`src/rtl/mem_port_arbiter.sv`:
```
// Two-master round-robin arbiter in front of a single-port, registered-read word memory.
// Each transfer takes one ACCESS cycle (strobe) and one DONE cycle (Rdy + read data).
module mem_port_arbiter #(
  parameter int unsigned AW        = 32,
  parameter int unsigned DW        = 32,
  parameter int unsigned FIRST_GNT = 0
) (
  input  logic          iClk,
  input  logic          nRst,
  input  logic [AW-1:0] iP0Addr,
  input  logic [DW-1:0] iP0Data,
  input  logic          iP0Read,
  input  logic          iP0Write,
  output logic [DW-1:0] oP0Data,
  output logic          oP0Rdy,
  input  logic [AW-1:0] iP1Addr,
  input  logic [DW-1:0] iP1Data,
  input  logic          iP1Read,
  input  logic          iP1Write,
  output logic [DW-1:0] oP1Data,
  output logic          oP1Rdy,
  output logic [AW-1:0] oMemAddr,
  output logic [DW-1:0] oMemData,
  output logic          oMemRead,
  output logic          oMemWrite,
  input  logic [DW-1:0] iMemData,
  output logic [1:0]    oGnt
);

  typedef enum logic [1:0] {StIdle, StAccess, StDone} state_e;

  // Pointer reset value makes FIRST_GNT the winner of the first tie.
  localparam logic LastRst = (FIRST_GNT == 0);

  state_e        state_q, state_d;
  logic [1:0]    gnt_q, gnt_d;
  logic          last_q, last_d;
  logic [AW-1:0] addr_q, addr_d;
  logic [DW-1:0] wdata_q, wdata_d;
  logic          wr_q, wr_d;
  logic [DW-1:0] p0_data_q, p0_data_d;
  logic [DW-1:0] p1_data_q, p1_data_d;

  logic p0_req, p1_req;
  logic grant_now, sel;

  assign p0_req = iP0Read | iP0Write;
  assign p1_req = iP1Read | iP1Write;

  always_comb begin
    state_d   = state_q;
    gnt_d     = gnt_q;
    last_d    = last_q;
    addr_d    = addr_q;
    wdata_d   = wdata_q;
    wr_d      = wr_q;
    p0_data_d = p0_data_q;
    p1_data_d = p1_data_q;
    grant_now = 1'b0;
    sel       = 1'b0;

    unique case (state_q)
      StIdle: begin
        if (p0_req && p1_req) begin
          grant_now = 1'b1;
          sel       = ~last_q;
        end else if (p0_req || p1_req) begin
          grant_now = 1'b1;
          sel       = p1_req;
        end
      end
      StAccess: state_d = StDone;
      StDone: begin
        last_d = gnt_q[1];
        if (gnt_q[1]) p1_data_d = iMemData;
        else          p0_data_d = iMemData;
        // The finishing master still holds its request; only the other one may take over.
        if (gnt_q[0] && p1_req) begin
          grant_now = 1'b1;
          sel       = 1'b1;
        end else if (gnt_q[1] && p0_req) begin
          grant_now = 1'b1;
          sel       = 1'b0;
        end else begin
          state_d = StIdle;
          gnt_d   = 2'b00;
        end
      end
      default: begin
        state_d = StIdle;
        gnt_d   = 2'b00;
      end
    endcase

    if (grant_now) begin
      state_d = StAccess;
      gnt_d   = sel ? 2'b10 : 2'b01;
      addr_d  = sel ? iP1Addr : iP0Addr;
      wdata_d = sel ? iP1Data : iP0Data;
      wr_d    = sel ? iP1Write : iP0Write;
    end
  end

  always_ff @(posedge iClk or negedge nRst) begin
    if (!nRst) begin
      state_q   <= StIdle;
      gnt_q     <= 2'b00;
      last_q    <= LastRst;
      addr_q    <= '0;
      wdata_q   <= '0;
      wr_q      <= 1'b0;
      p0_data_q <= '0;
      p1_data_q <= '0;
    end else begin
      state_q   <= state_d;
      gnt_q     <= gnt_d;
      last_q    <= last_d;
      addr_q    <= addr_d;
      wdata_q   <= wdata_d;
      wr_q      <= wr_d;
      p0_data_q <= p0_data_d;
      p1_data_q <= p1_data_d;
    end
  end

  // Strobes decode straight from the state so an async reset drops them at once.
  assign oMemAddr  = addr_q;
  assign oMemData  = wdata_q;
  assign oMemRead  = (state_q == StAccess) && !wr_q;
  assign oMemWrite = (state_q == StAccess) && wr_q;
  assign oGnt      = gnt_q;
  assign oP0Rdy    = (state_q == StDone) && gnt_q[0];
  assign oP1Rdy    = (state_q == StDone) && gnt_q[1];
  assign oP0Data   = oP0Rdy ? iMemData : p0_data_q;
  assign oP1Data   = oP1Rdy ? iMemData : p1_data_q;

endmodule

```
`config.mk`:
```
export PLATFORM = sky130hd
export DESIGN_NAME = mem_port_arbiter
export DESIGN_NICKNAME = d
export VERILOG_FILES = /design/src/rtl/mem_port_arbiter.sv
export SDC_FILE = /design/constraint.sdc
export NUM_CORES = 1
export LEC_CHECK = 0
export BUFFER_PORTS_ARGS = -buffer_cell sky130_fd_sc_hd__buf_2
export CAP_MARGIN = 20
export CORE_UTILIZATION = 45
export CTS_BUF_LIST = sky130_fd_sc_hd__clkbuf_16
export CTS_CLUSTER_SIZE = 14
export DETAILED_ROUTE_END_ITERATION = 6
export GPL_TIMING_DRIVEN = 0
export PLACE_DENSITY = 0.79
export SLEW_MARGIN = 20
export SYNTH_ARGS = -nofsm -noshare
export SYNTH_HDL_FRONTEND = slang
export SYNTH_SLANG_ARGS = --single-unit
```
`constraint.sdc`:
```
create_clock -name iClk -period 4.09 [get_ports iClk]
set_input_delay 0.409 -clock iClk [delete_from_list [all_inputs] [get_ports iClk]]
set_output_delay 0.409 -clock iClk [all_outputs]
set_load 0.05 [all_outputs]
```
==> results.toml, run 1 <==
[outcome]
status = "complete, no violations"

[placement]
gp_routability_congestion = 0.8097
port-buffer-count = 299
dp_hpwl_um = 12160

[critical_path]
slowest_delay_ns = 0.41
cp.required_ns = 3.68
cp_top_family = "buffers and inverters"
path_cells = "inv_1 > nor2_1 > nand2_1 > buf_2 > mux2_2 > buf_2"
critPathLaunchType = "register"
cp-end-kind = "output pin"
critPathArrivalTime_ns = 2.23
slowest_stage = "dfrtp_1"
path_class = "register to output pin"
path_buf_inv = 3
crit_top_cell = "buf_2"
crit_path_max_fanout = 10

[global_routing]
grt_pass1_wl_um = 23520
grt_max_degree = 82
grt_pass1_vias = 4589
antenna_found_initial = 1
grt-ovfl-total = 0
grt_util_all_layers_pct = 23.81

[die]
die_height_um = 115.5
core_um2 = 12570
pin_count = 300
initial_core_util_pct = 46.11
die_area_um2 = 13340
die_w_um = 115.5
rows = 41

[synthesis]
syn_area_um2 = 5796
syn_area_per_cell_um2 = 13.93
synthAdderAreaFrac_pct = 0
ys_warn_count = 0
synth.net_count = 582
synthMuxAreaShare_pct = 18.65
synthSimpleGateAreaFrac_pct = 8.312
synth_xor_area_share_pct = 0
postSynthCellCount = 416
synth_compound_area_share_pct = 12.24
synth_top_family_by_area = "multiplexers"
seq_area_frac_synth_pct = 57.88
ys_seq_elements = 134
synth_cell_type_count = 23

[clock_network]
htree_levels = 4
clk_latency_ns = 0.41
cts_hold_buf = 1
clk_pin_slew_worst_paths_ns = 0.06
clock_sinks = 134
cts_tree = "done"
clockBufferDepth = 2
cts_root_buf = "clkbuf_16"
post_cts_resize_count = 0
cts_buffers = 17
postCtsSetupBuffers = 0

[timing]
tns_ns = 0
max_freq_mhz = 379.3
drv_slew = 0
hold_violations = 0
finalCritPeriodShare_pct = 64.46
tightest_slew_ns = 0.6324
slew_headroom_pct = 57.51
rsz0062_at_grt = "false"
finClkSkew_ns = 0.005904
min_period_ns = 2.636
setup_viol = 0

[min_path]
min_path_type = "primary input to register"

[cells_and_area]
layout_commonest_cell = "buf_2"
finalNetCount = 902
drive_gt1_share_pct = 59.95
area_growth_pct = 40.93
final_cell_mix = "buf_2 (319), dfrtp_1 (133), mux2_2 (94)"

[run]
drv_cap = 0

[drt]
drt_wl_total_um = 15720
ant_nets = 0
first_pass_iters = 4
vias_per_cell = 5.117
drcViolationCount = 0
wl_per_cell_um = 17.05
drtIter0Drc = 158
vias = 4718
[cells in the mapped netlist]
cell	n	area share, %
buf_2	21	1.8
a21o_1	1	0.13
inv_1	6	0.39
a2111oi_2	1	0.26
mux2_2	94	18
buf_6	1	0.19
dfrtp_1	133	57
clkbuf_1	8	0.52
a2111oi_0	1	0.15
nand2_1	2	0.13
a221o_1	65	11
o21ai_1	1	0.086
dfstp_2	1	0.45
or2_0	1	0.11
or2_1	1	0.11
a31o_2	2	0.30
and2_1	65	7.0
mux2_1	2	0.39
nor2b_4	1	0.24
nor2_1	2	0.13
nor3_1	3	0.26
nor2b_1	3	0.32
o21ai_0	1	0.086
[sequential cells by signal, indices dropped and copies added (netlist names)]
| signal | count |
|---|---|
| oMemData | 32 |
| p1_data_q | 32 |
| wr_q | 1 |
| state_q | 2 |
| oGnt | 2 |
| p0_data_q | 32 |
| last_q | 1 |
| oMemAddr | 32 |
[per-stage QoR]
stage	hold slack (ns)	std cells	cell area (um^2)	utilization, %	setup slack (ns)
detailed placement	0.3471	888	7545	60.03	1.873
global route	0.2115	921	8165	64.97	1.326
global placement	0.4666	887	7507	59.73	0.9196
floorplan	0.1134	416	5796	-	2.132
CTS	0.1987	921	8165	64.97	1.391
finish	0.2216	922	8168	64.99	1.454
[logic make-up (layout without fill, tap and decap cells)]
group                  Yosys count  after routing
other                            0              1
AND/OR/NAND/NOR                 78             78
multiplexers                    96             96
AO/OA/AOI/OAI                   72             72
flip-flops                     134            134
buffers and inverters           36            369
[final cells by class]
| class | count | area, um^2 |
|---|---|---|
| diodes | 1 | 2.502 |
| plain buffers | 30 | 146.4 |
| clock buffers | 17 | 425.4 |
| clock inverters | 15 | 185.2 |
| fillers | 966 | 4400 |
| inverters | 6 | 22.52 |
| multi-input cells | 246 | 2272 |
| flip-flops and latches | 134 | 3354 |
| well taps | 172 | 215.2 |
| repair buffers | 301 | 1544 |
[worst paths after layout]
path / start / to / slack, ns / cells after the start
min in group asynchronous: nRst / p1_data_q[7] / 0.50 / 2
worst min-delay path: iP0Data[0] / oMemData[0] / 0.22 / 2
worst max register to register: last_q / oMemData[11] / 1.88 / 6
worst min register to register: last_q / last_q / 0.48 / 2
worst max-delay path: state_q[1] / oP1Data[3] / 1.45 / 6
max in group asynchronous: nRst / last_q / 2.83 / 3
[per-layer routing]
metal  global-route usage, %  vias to the layer above  wire length, um  part of all wire (%)
li1                        -                     2201                -                     -
met1                   26.30                     2273             5936                    38
met2                   41.24                      207             8005                    51
met3                   7.793                       37             1297                   8.3
met4                   11.86                        0              478                   3.0
met5                       0                        -                0                     0
Power of run 1 is left out: the tool's default activity adds up to more than one toggle a clock period on the data nets, which glitch-free logic cannot reach.
==> run 2, diff against run 1 <==
--- a/config.mk
+++ b/config.mk
@@ -5,6 +5,7 @@
 export SDC_FILE = /design/constraint.sdc
 export NUM_CORES = 1
 export LEC_CHECK = 0
+export ABC_AREA = 1
 export BUFFER_PORTS_ARGS = -buffer_cell sky130_fd_sc_hd__buf_2
 export CAP_MARGIN = 20
 export CORE_UTILIZATION = 45
@@ -12,7 +13,7 @@
 export CTS_CLUSTER_SIZE = 14
 export DETAILED_ROUTE_END_ITERATION = 6
 export GPL_TIMING_DRIVEN = 0
-export PLACE_DENSITY = 0.79
+export PLACE_DENSITY = 0.77
 export SLEW_MARGIN = 20
 export SYNTH_ARGS = -nofsm -noshare
 export SYNTH_HDL_FRONTEND = slang
==> constraint.sdc (replaced) <==
create_clock -name iClk -period 2.7 [get_ports iClk]
set_input_delay 0.27 -clock iClk [delete_from_list [all_inputs] [get_ports iClk]]
set_output_delay 0.27 -clock iClk [all_outputs]
set_load 0.05 [all_outputs]
==> run 2 against run 1 <==
Against the previous run: cell count grew 34%; clock skew about the same; count of clock-buffer cells in the layout did not move; synthesized cell count up 74%; utilization fell by 1.9 points; global-route usage increased by 5.3 points; flip-flop and latch count unchanged; via count up 37%; worst hold slack lost 0.15 ns; die area rose by 6.0%; non-clock buffer count is 31 higher; area after synthesis up 6.1%; critical endpoint is now oP1Data[29].
==> results.toml, run 2 <==
[outcome]
status = "complete, no violations"

[drt]
drcViolationCount = 0
drt_wl_total_um = 19920
first_pass_iters = 5
vias_per_cell = 5.244
wl_per_cell_um = 16.16
drtIter0Drc = 411
vias = 6466
ant_nets = 0

[synthesis]
synth_commonest_cells = "nand2_1 (179), dfrtp_1 (133), nand3_1 (131), o21ai_0 (86), nand4_1 (67)"
synth.net_count = 891
syn_area_um2 = 6147
synth_edf_count = 0
synth_cell_type_count = 20
synth_ff_type = "dfrtp_1"
seq_area_frac_synth_pct = 54.57
ys_seq_elements = 134
synth_top_cell_by_area = "dfrtp_1"
ys_top_cells_by_area = "dfrtp_1 (54%), nand2_1 (11%), nand3_1 (11%)"
synthMostInstantiatedCell = "nand2_1"
netlist.area_leader.share_pct = 54.14
async_flop_share_pct = 100.0
postSynthCellCount = 725
ys_warn_count = 0
syn_area_per_cell_um2 = 8.479

[timing]
tns_ns = 0
min_period_ns = 2.531
finalCritPeriodShare_pct = 93.74
tightest_slew_ns = 0.5612
setup_viol = 0
timing.final.ws_setup_ns = 0.1691
slew_headroom_pct = 62.59
finClkSkew_ns = 0.006109
drv_slew = 0
rsz0062_at_grt = "false"
hold_violations = 0
max_freq_mhz = 395.1

[critical_path]
path_buf_inv = 4
path_cells = "inv_2 > nor2_2 > nand2_1 > buf_2 > buf_2 > nand2_1 > o21ai_0 > buf_2"
slowest_delay_ns = 0.43
crit_path_max_fanout = 10
cp.required_ns = 2.43
critPathLaunchType = "register"
cp_top_family = "buffers and inverters"
cp-end-kind = "output pin"
critPathArrivalTime_ns = 2.26
path_class = "register to output pin"
crit_top_cell = "buf_2"
slowest_stage = "dfrtp_1"

[global_routing]
antenna_found_initial = 0
grt-ovfl-total = 0
grt_pass1_wl_um = 32160
grt_max_degree = 92
grt_pass1_vias = 6298
grt_util_all_layers_pct = 29.14

[placement]
port-buffer-count = 299
post-place-ws_ns = 0.6112
gp_routability_congestion = 0.8653
dp_hpwl_um = 14760

[run]
drv_cap = 0

[cells_and_area]
layout_commonest_cell = "buf_2"
seq_area_um2 = 3354
num-fill-cells = 1198
finalNetCount = 1211
n_antenna_cell = 0
area_growth_pct = 36.54
multiInputGateArea_um2 = 2303
drive_gt1_share_pct = 34.44
final_cell_mix = "buf_2 (320), nand2_1 (179), dfrtp_1 (133)"

[min_path]
min_path_type = "primary input to register"

[die]
initial_core_util_pct = 46.24
pin_count = 300
die_height_um = 118.9
rows = 42
die_w_um = 118.9
core_um2 = 13300
die_area_um2 = 14130

[clock_network]
clk_latency_ns = 0.41
clockBufferDepth = 2
cts_buffers = 17
post_cts_resize_count = 0
clock_sinks = 134
cts_tree = "done"
clk_pin_slew_worst_paths_ns = 0.06
cts_root_buf = "clkbuf_16"
htree_levels = 4
## run 2: final timing paths
| check | from | to | slack, ns | cells after the start |
|---|---|---|---|---|
| max | state_q[1] | oP1Data[29] | 0.17 | 8 |
| min | iP1Addr[0] | oMemAddr[0] | 0.07 | 3 |
| max reg2reg | state_q[1] | oMemAddr[22] | 0.95 | 8 |
| min reg2reg | p0_data_q[4] | p0_data_q[4] | 0.48 | 2 |
| min in group asynchronous | nRst | p1_data_q[3] | 0.35 | 2 |
| max in group asynchronous | nRst | oMemAddr[31] | 1.60 | 3 |
## run 2: per-stage QoR
| stage | std cells | hold slack, ns | utilization (%) | cell area (um^2) |
|---|---|---|---|---|
| 4_1_cts | 1233 | 0.05738 | 63.13 | 8393 |
| 5_1_grt | 1233 | 0.07470 | 63.13 | 8393 |
| 3_3_place_gp | 1200 | 0.4630 | 59.15 | 7864 |
| 3_5_place_dp | 1201 | 0.1812 | 59.43 | 7901 |
| 2_1_floorplan | 725 | -0.02559 | - | 6147 |
| 6_report | 1233 | 0.06804 | 63.13 | 8393 |
## run 2: tightest hold or removal path, delay by kind of cell
family | cells | cell delay [ns]
buffers and inverters | 1 | 0.07
AND/OR/NAND/NOR | 2 | 0.10
## run 2: cell type report
cell class	instances	share of cell area [%]
Tap cell	176	2.624
Clock buffer	17	5.069
Multi-Input combinational cell	487	27.44
Clock inverter	14	0.6708
Timing Repair Buffer	301	18.40
Buffer	61	3.906
Inverter	43	1.923
Sequential cell	134	39.97
## run 2: timing repair
| action | in CTS | in global routing |
|---|---|---|
| hold buffers | 1 | 0 |
| endpoints found under the hold margin | 43 | 0 |
| setup buffers | 0 | 0 |
## run 2: layer usage
metal  wire [um]  up-vias  track usage (%)  share of wire [%]
met5           0        -                0                  0
met4         659        0            12.42                3.3
met3        1398       42            5.556                7.0
met2        9732      297            48.65                 49
met1        8131     3016            37.05                 41
li1            -     3111                -                  -
## run 2: logic make-up (layout without fill, tap and decap cells)
logic type | count (synthesis) | after routing | share of synthesized area, %
AO/OA/AOI/OAI | 96 | 96 | 7.816
flip-flops | 134 | 134 | 54.57
AND/OR/NAND/NOR | 391 | 391 | 29.66
buffers and inverters | 104 | 436 | 7.958
Power of run 2 is left out for the same reason.
==> run 3, diff against run 2 <==
--- a/config.mk
+++ b/config.mk
@@ -8,6 +8,7 @@
 export ABC_AREA = 1
 export BUFFER_PORTS_ARGS = -buffer_cell sky130_fd_sc_hd__buf_2
 export CAP_MARGIN = 20
+export CORE_MARGIN = 5
 export CORE_UTILIZATION = 45
 export CTS_BUF_LIST = sky130_fd_sc_hd__clkbuf_16
 export CTS_CLUSTER_SIZE = 14
==> run 3 against run 2 <==
Against the previous run: first-iteration DRC count grew 2.4%; worst setup slack improved by 0.029 ns; count of clock-buffer cells in the layout unchanged; via count is 1.7% higher; worst hold slack worse by 0.0030 ns; flip-flop and latch count did not move; maximum frequency increased by 1.1%; sequential share of layout area fell by 0.77 points; critical path depth is the same; register-to-register slack hardly changed.
==> results.toml, run 3 (same netlist as run 2, synthesis figures left out) <==
[outcome]
status = "complete, no violations"

[placement]
dp_hpwl_um = 16040
gp_routability_congestion = 0.8456
port-buffer-count = 299

[cells_and_area]
finalNetCount = 1211
final_cell_mix = "buf_2 (319), nand2_1 (179), dfrtp_1 (133)"
drive_gt1_share_pct = 34.97
n_antenna_cell = 0
layout_commonest_cell = "buf_2"
utilization_pct = 64.36
area_growth_pct = 39.20

[clock_network]
cts_root_buf = "clkbuf_16"
htree_levels = 4
clockBufferDepth = 2
clk_latency_ns = 0.42
postCtsSetupBuffers = 0
cts_tree = "done"
clock_sinks = 134
clk_pin_slew_worst_paths_ns = 0.06
cts_buffers = 17

[drt]
wl_per_cell_um = 17.36
vias = 6574
first_pass_iters = 5
drcViolationCount = 0
drt_wl_total_um = 21420
ant_nets = 0
vias_per_cell = 5.327
drtIter0Drc = 421

[die]
die_area_um2 = 16100
core_um2 = 13300
initial_core_util_pct = 46.24
die_w_um = 126.9
die_height_um = 126.9
pin_count = 300
rows = 42

[critical_path]
critPathLaunchType = "register"
path_class = "register to output pin"
cp-end-kind = "output pin"
cp.required_ns = 2.43
crit_path_max_fanout = 10
r2r_start = "state_q[1]"
rr_worst_depth = 8
rrSetupSlack_ns = 0.96
critPathArrivalTime_ns = 2.23
r2r_end = "oMemAddr[23]"

[timing]
drv_slew = 0
setup_viol = 0
finClkSkew_ns = 0.008521
max_freq_mhz = 399.7
tightest_slew_ns = 0.5136
min_period_ns = 2.502
hold_violations = 0
finalCritPeriodShare_pct = 92.67
tns_ns = 0
slew_headroom_pct = 65.76
rsz0062_at_grt = "false"

[global_routing]
grt_max_degree = 79
grt_pass1_vias = 6444
grt_util_all_layers_pct = 26.09
antenna_found_initial = 0
grt-ovfl-total = 0
grt_pass1_wl_um = 33580

[min_path]
min_delay_worst_endpoint = "oMemData[27]"
min-delay-start = "iP1Data[27]"
min_path_cells = 3
min_path_type = "primary input to register"

[run]
drv_cap = 0
## run 3: cell types whose count changed in the layout (fill, tap and decap cells not counted), sizes merged
cell    delta
clkinv     -2
bufinv     +6
inv        -3
clkbuf     +1
buf        -1
## run 3: worst max-delay path, stage by stage, from the launching register on
cell and delay [ns]:
dfrtp_1 0.44, inv_2 0.12, nor2_2 0.05, nand2_1 0.16, buf_2 0.25, buf_2 0.26
nand2_1 0.07, o21ai_0 0.14, buf_2 0.34
## run 3: routing by layer
| metal | GRT usage, % | part of all wire, % | up-vias |
|---|---|---|---|
| li1 | - | - | 3104 |
| met1 | 32.08 | 39 | 3097 |
| met2 | 44.18 | 50 | 334 |
| met3 | 8.029 | 9.1 | 39 |
| met4 | 8.076 | 2.1 | 0 |
| met5 | 0 | 0 | - |
## run 3: what timing repair did
item | 4_1_cts | 5_1_grt
resized for setup | 0 | 4
hold buffers | 1 | 0
endpoints found under the hold margin | 55 | 0
endpoints found under the setup margin | 0 | 7
## run 3: per-stage QoR
stage	setup WS (ns)	area, um^2	hold slack (ns)	cells
after floorplan	-0.1402	6147	-0.02559	725
after global placement	-0.5069	7864	0.4645	1200
after detailed placement	0.5901	7901	0.2250	1201
after CTS	0.1301	8553	0.05078	1234
after global routing	0.01209	8557	0.06173	1234
final	0.1979	8557	0.06499	1234
## run 3: area by class of cell
class,instances,area (um^2)
tap,176,220.2
buffer,61,329.1
multi-input combinational,487,2303
fill,1156,4738
clock buffer,17,425.4
inverter,43,161.4
timing repair buffer,301,1546
sequential,134,3354
clock inverter,15,216.5
## run 3: how the worst max path moves through the flow
| stage | start | end | slack (ns) | cells after the start |
|---|---|---|---|---|
| 2_1_floorplan | oGnt[0] | oP0Data[0] | -0.14 | 5 |
| 3_3_place_gp | nRst | oMemAddr[3] | -0.51 | 1 |
| 3_5_place_dp | state_q[1] | oP1Data[18] | 0.59 | 7 |
| 4_1_cts | state_q[1] | oP1Data[2] | 0.13 | 7 |
| 5_1_grt | state_q[1] | oP1Data[31] | 0.01 | 7 |
| 6_report | state_q[1] | oP1Data[10] | 0.20 | 8 |
Power of run 3 is left out for the same reason.
